## src/rtl/lutram_mp.sv

```systemverilog
// Multi-read-port distributed RAM with one write port and a self-clearing sweep after reset.
// Define LUTRAM_BYPASS_EN for write-first read/write collisions; read-first otherwise.
module lutram_mp #(
  parameter int unsigned      WIDTH = 2,
  parameter int unsigned      ABITS = 5,
  parameter int unsigned      NREAD = 4,
  parameter logic [WIDTH-1:0] INIT  = '0
) (
  input  logic                   clock_i,
  input  logic                   reset_ni,
  input  logic                   we_i,
  input  logic [ABITS-1:0]       waddr_i,
  input  logic [WIDTH-1:0]       wdata_i,
  output logic                   wready_o,
  output logic                   busy_o,
  input  logic [NREAD-1:0]       re_i,
  input  logic [NREAD*ABITS-1:0] raddr_i,
  output logic [NREAD*WIDTH-1:0] rdata_o
);

  localparam int unsigned DEPTH = 1 << ABITS;

  typedef enum logic [0:0] {StClear, StReady} state_e;

  state_e                 state_q, state_d;
  // One extra bit so the terminal compare can never alias a wrapped value.
  logic [ABITS:0]         cnt_q, cnt_d;
  logic                   last_entry;
  logic [NREAD*WIDTH-1:0] rdata_q, rdata_d;

  logic [WIDTH-1:0]       mem [DEPTH];
  logic                   mem_we;
  logic [ABITS-1:0]       mem_waddr;
  logic [WIDTH-1:0]       mem_wdata;
  logic                   wr_acc;

  assign last_entry = (cnt_q == (ABITS+1)'(DEPTH - 1));
  assign busy_o     = (state_q == StClear);
  assign wready_o   = (state_q == StReady);
  assign wr_acc     = we_i && wready_o;
  assign rdata_o    = rdata_q;

  always_comb begin
    state_d = state_q;
    cnt_d   = cnt_q;
    case (state_q)
      StClear: begin
        cnt_d = cnt_q + (ABITS+1)'(1);
        if (last_entry) begin
          state_d = StReady;
        end
      end
      StReady: begin
        state_d = StReady;
      end
      default: begin
        state_d = StClear;
      end
    endcase
  end

  // The sweep owns the write port until it finishes; user writes wait on wready_o.
  always_comb begin
    mem_we    = 1'b0;
    mem_waddr = waddr_i;
    mem_wdata = wdata_i;
    if (state_q == StClear) begin
      mem_we    = 1'b1;
      mem_waddr = cnt_q[ABITS-1:0];
      mem_wdata = INIT;
    end else if (wr_acc) begin
      mem_we    = 1'b1;
    end
  end

  always_comb begin
    rdata_d = rdata_q;
    for (int k = 0; k < NREAD; k++) begin
      if (re_i[k]) begin
        if (state_q == StClear) begin
          rdata_d[k*WIDTH +: WIDTH] = INIT;
        end else begin
          rdata_d[k*WIDTH +: WIDTH] = mem[raddr_i[k*ABITS +: ABITS]];
`ifdef LUTRAM_BYPASS_EN
          if (wr_acc && (raddr_i[k*ABITS +: ABITS] == waddr_i)) begin
            rdata_d[k*WIDTH +: WIDTH] = wdata_i;
          end
`endif
        end
      end
    end
  end

  always_ff @(posedge clock_i or negedge reset_ni) begin
    if (!reset_ni) begin
      state_q <= StClear;
      cnt_q   <= '0;
      rdata_q <= '0;
    end else begin
      state_q <= state_d;
      cnt_q   <= cnt_d;
      rdata_q <= rdata_d;
    end
  end

  // Storage is deliberately unreset so it maps onto distributed RAM.
  always_ff @(posedge clock_i) begin
    if (mem_we) begin
      mem[mem_waddr] <= mem_wdata;
    end
  end

endmodule

```

## config.mk

```make
export PLATFORM = sky130hd
export DESIGN_NAME = lutram_mp
export DESIGN_NICKNAME = d
export VERILOG_FILES = /design/src/rtl/lutram_mp.sv
export SDC_FILE = /design/constraint.sdc
export NUM_CORES = 1
export LEC_CHECK = 0
export ABC_CLOCK_PERIOD_IN_PS = 3500
export CAP_MARGIN = 20
export CORE_UTILIZATION = 58
export CTS_BUF_LIST = sky130_fd_sc_hd__clkbuf_2 sky130_fd_sc_hd__clkbuf_4 sky130_fd_sc_hd__clkbuf_8
export DETAILED_ROUTE_END_ITERATION = 7
export GPL_TIMING_DRIVEN = 1
export PLACE_DENSITY = 0.8
export SYNTH_ARGS = -nofsm -noshare
export SYNTH_HDL_FRONTEND = slang
export SYNTH_SLANG_ARGS = --single-unit
```

## constraint.sdc

```tcl
create_clock -name clock_i -period 3.5 [get_ports clock_i]
set_clock_uncertainty 0.15 [all_clocks]
set_input_delay 0.7 -clock clock_i [delete_from_list [all_inputs] [get_ports clock_i]]
set_output_delay 0.7 -clock clock_i [all_outputs]
set_load 0.005 [all_outputs]
```

[Word-level counts from Yosys, hierarchy flattened]
Memories as Yosys holds them, arrays and structs flattened.
Cells that the tools add are included.
Cells by class
  add/sub/neg operators: 1
  eq/ne operators: 1
  mux-type cells: 12
  bitwise operators: 1
  reduce and logical (&&, ||, !) cells: 1
Operator list (count)
  $mux W2: 5
  $add A6 B1 Y6 const B: 1
  $eq A6 B5 Y1 const B: 1
  $mux W1: 5
  $mux W5: 1
  $pmux W1 S2: 1
  $logic_and A1 B1 Y1: 1
  $not A1 Y1: 1
Word-level totals
  register bits after elaboration: 15
  RAM bits: 64
  bits of input ports: 34
  output and inout bits: 10
  logic and storage cells: 23
  memories: 1
Memory list
  mem: depth 32, width 2, read ports 4, clocked after memory_dff 0, write ports 1, line 31  | logic [WIDTH-1:0] mem [DEPTH];

[Depth between registers and ports, before layout]
  word-level depth: 5
  gate-level depth with buffers: 8
  depth with buffers taken out: 5

[Least setup slack after synthesis]
No wires, ideal clock.
  path kind: input -> register
  start point: input raddr_i[10]
  end point: register rdata_q[4] (netlist: rdata_o[4])
  library setup time: 135 ps
  arrival time: 1976 ps
  required time: 3215 ps
  slack: 1238 ps
  stages on the path: 5
  path buffers: 1
  cell sequence: buf_6 > mux4_1 > mux2_2 > a221oi_1 > o22ai_1
On the way
  longest elaborated chain between the ends: 2
Ends and longest elaborated chain
  from (decl): line 17  | input logic [NREAD*ABITS-1:0] raddr_i,
  $mem_v2 Z32 W2
  $mux W2: line 80  | if (state_q == StClear) begin
  to (signal assigned): line 102  | rdata_q <= rdata_d;
  to (decl): line 29  | logic [NREAD*WIDTH-1:0] rdata_q, rdata_d;
No other way between the ends.
A chain may end at the register's enable or synchronous reset.

[Worst setup path after layout]
  start point: register state_q (netlist: wready_o)
  end point: output busy_o
On the way
  longest elaborated chain between the ends: 1
Ends and longest elaborated chain
  from (decl): line 25  | state_e state_q, state_d;
  from (signal assigned): line 96  | state_q <= StClear;
  from (signal assigned): line 100  | state_q <= state_d;
  $not A1 Y1
  to (decl): line 15  | output logic busy_o,
No other way between the ends.

==> key figures <==
Floorplan
  • Area of the core: 8382 sq um
  • Starting Density: 0.6140
  • Die X: 96.20 microns
  • I/O Pins: 44
  • DIE HEIGHT: 96.20 microns
  • Total die area: 9253 sq um
  • # rows: 33

Clock network
  • Clk sinks: 79
  • Inserted Clock Buffers: 9
  • Postcts setup bufs: 0
  • CTS resizes: 0
  • Clock Latency Late Sink: 0.35 ns
  • CTS tree: done
  • Clk root buf: clkbuf_8
  • CTS clk-pin slew, worst paths: 0.08 ns
  • H-Tree Depth: 3
  • Clock Path Buffers: 2
  • CTS Hold Buffers Added: 0

GRT
  • Largest net degree at the start of global routing: 33
  • Global route overflow: 0
  • All-Layer GR Usage: 0.3132
  • Vias in the first global route: 3800
  • First-pass GRT wire length: 20600 microns
  • Initial antenna violation count: 0

Critical path
  • Buf/Inv on CP: 2
  • Max incr delay on CP: 1.04 ns
  • Kind of critical path: flip-flop to primary output
  • Crit. End Element: primary output
  • RR Startpoint: wready_o$_DFF_PN0_
  • Critical-path cell list: inv_1, clkdlybuf4s50_1
  • CP top delay family: flip-flops
  • Register-to-register setup slack: 0.97 ns
  • Worst Setup SP: wready_o$_DFF_PN0_
  • Crit Path Max Fanout: 29
  • CP required: 2.65 ns
  • Nature of the critical path startpoint: flip-flop
  • Slowest cell on crit path: dfrtp_1
  • Worst path arrival time: 2.10 ns

Final layout
  • Area grow syn2layout: 13.76%
  • Area of the multi-input gates: 2626 sq um
  • # diodes: 0
  • Leading cell types in the layout, fill and taps excluded: 64 x edfxtp_1, 63 x mux2i_1, 43 x clkdlybuf4s50_1, 42 x nor2_1, 31 x mux4_2
  • Ratio of cells with drive above 1 in the final layout: 0.1741
  • Final cell count without fillers: 553
  • Final nets: 478
  • Reg area: 2297 sq um
  • Most common library cell in the layout ignoring fill and taps: edfxtp_1
  • Fillers: 585

Placement
  • Input/output buffers: 43
  • Inst Count DP: 537
  • Hpwl dp: 10010 microns
  • Post-Place Worst Slack: 0.3546 ns
  • Routability-driven placement congestion ratio: 0.8916

STA
  • Setup-failing EPs final: 0
  • Final worst setup slack: 0.5493 ns
  • Hold Violations, Final: 0
  • Achievable Freq: 338.9 MHz
  • Period utilization: 0.8431
  • TNS Setup: 0 ns
  • Max-slew headroom: 0.3054
  • Worst-Margin Slew: 1.042 ns
  • Fin Hold WS: 0.3218 ns
  • Period minus WS final: 2.951 ns
  • RSZ-0062 raised after global routing: no
  • Slew Limit Fails: 0

Routing
  • DR vias/cell: 6.835
  • Vias: 3780
  • Avg WL per Cell: 24.15 microns
  • DRC: 0
  • DRT iter0 DRCs: 503
  • Wirelength, routed: 13350 microns
  • TritonRoute pass-1 iters: 4
  • Antenna Violating Nets Remaining: 0

Power
  • Sw Pwr: 0.5381 mW
  • Comb pwr share: 0.164
  • Pwr dens: 343.3 nW/um^2
  • Internal: 1.472 mW
  • Maximum vdd drop: 0.1990 mV
  • Sw Share: 0.2677
  • Power, Total: 2.010 mW
  • Clock Power Share: 0.319
  • Sequential share of power: 0.517
  • Leak: 2.134 nW

Logic synthesis
  • Asr flop ratio synth: 0.1899
  • Post-synthesis sequential area ratio: 0.4464
  • Syn_area_per_cell: 12.93 sq um
  • Yosys top cell area share: 0.3735
  • Mapped Cells: 398
  • Area contributors post-synth: edfxtp_1 37%, mux4_2 14%, mux2i_1 12%, dfrtp_1 7.3%, mux4_1 3.6%
  • Post-Syn Nets: 433
  • Total number of yosys warnings: 0
  • Post-synth EDFFs: 64
  • Synth area leader: edfxtp_1
  • Mapped cell area: 5146 sq um
  • Primary FF master, synth: edfxtp_1
  • Register bit total from synthesis: 79
  • Synth unique cells: 39

Hold path
  • Hold crit path type: flip-flop to flip-flop
  • Hold_sp: cnt_q[5]$_DFFE_PN0N_

Run
  • Max cap viols: 0

Status
  • Status: finished clean
## synth_stat cells, types with 4 or more instances
master and count:
a211oi_1 8, nand2_1 15, mux4_1 7, a221oi_1 14
clkbuf_1 8, xnor2_1 4, mux4_2 31, inv_1 16
nand2b_1 6, buf_6 6, nand4_1 7, mux2_2 12
nor2_1 42, o32ai_1 4, a31oi_1 9, dfrtp_1 15
nor2b_1 15, mux2i_1 63, buf_2 7, nand3_1 9
o22ai_1 8, edfxtp_1 64
## cells by family after synthesis
logic type      after synthesis  synth area share
fa+ha+maj                     1          0.002431
compound gates               56           0.08485
mux                         113            0.3202
buf+inv                      42           0.04328
xor+xnor                      4          0.006807
flops                        79            0.4464
simple gates                103           0.09604
## layout make-up
cell class / count / share of cell area
Timing Repair Buffer: 60 / 0.09532
Inverter: 16 / 0.01026
Sequential cell: 79 / 0.3924
Clock inverter: 6 / 0.008549
Multi-Input combinational cell: 277 / 0.4486
Tap cell: 105 / 0.02244
Clock buffer: 10 / 0.02244
## layer usage
metal | track usage | share of wire
met5 | 0 | 0
met4 | 0.1269 | 0.023
met1 | 0.4386 | 0.41
met3 | 0.04739 | 0.095
met2 | 0.4917 | 0.47
## flip-flops by register name, indices dropped and copies added (netlist names)
register / flops
wready_o: 1
cnt_q: 6
rdata_o: 8
mem: 64
## worst paths after layout
kind	endpoint	cells past startpoint
hold reg to reg	cnt_q[5]$_DFFE_PN0N_	1
min in group asynchronous	rdata_o[0]$_DFFE_PN0P_	1
max in group asynchronous	cnt_q[3]$_DFFE_PN0N_	1
setup / recovery	busy_o	2
hold / removal	cnt_q[5]$_DFFE_PN0N_	1
setup reg to reg	mem[20][0]$_DFFE_PP_	3
## power by group through the flow
stage / combinational (mW) / sequential, mW / clock [mW]
after floorplan: 0.200 / 1.06 / 0
after global placement: 0.319 / 1.06 / 0
after detailed placement: 0.326 / 1.06 / 0
after CTS: 0.328 / 1.04 / 0.644
after global routing: 0.352 / 1.04 / 0.686
final: 0.330 / 1.04 / 0.642
## stage by stage
| step | cell area (sq um) | util |
|---|---|---|
| 4_1_cts | 5854 | 0.6985 |
| 3_3_place_gp | 5673 | 0.6768 |
| 6_report | 5854 | 0.6985 |
| 5_1_grt | 5854 | 0.6985 |
| 2_1_floorplan | 5146 | - |
| 3_5_place_dp | 5673 | 0.6768 |
(Power assumes the default switching activity.)
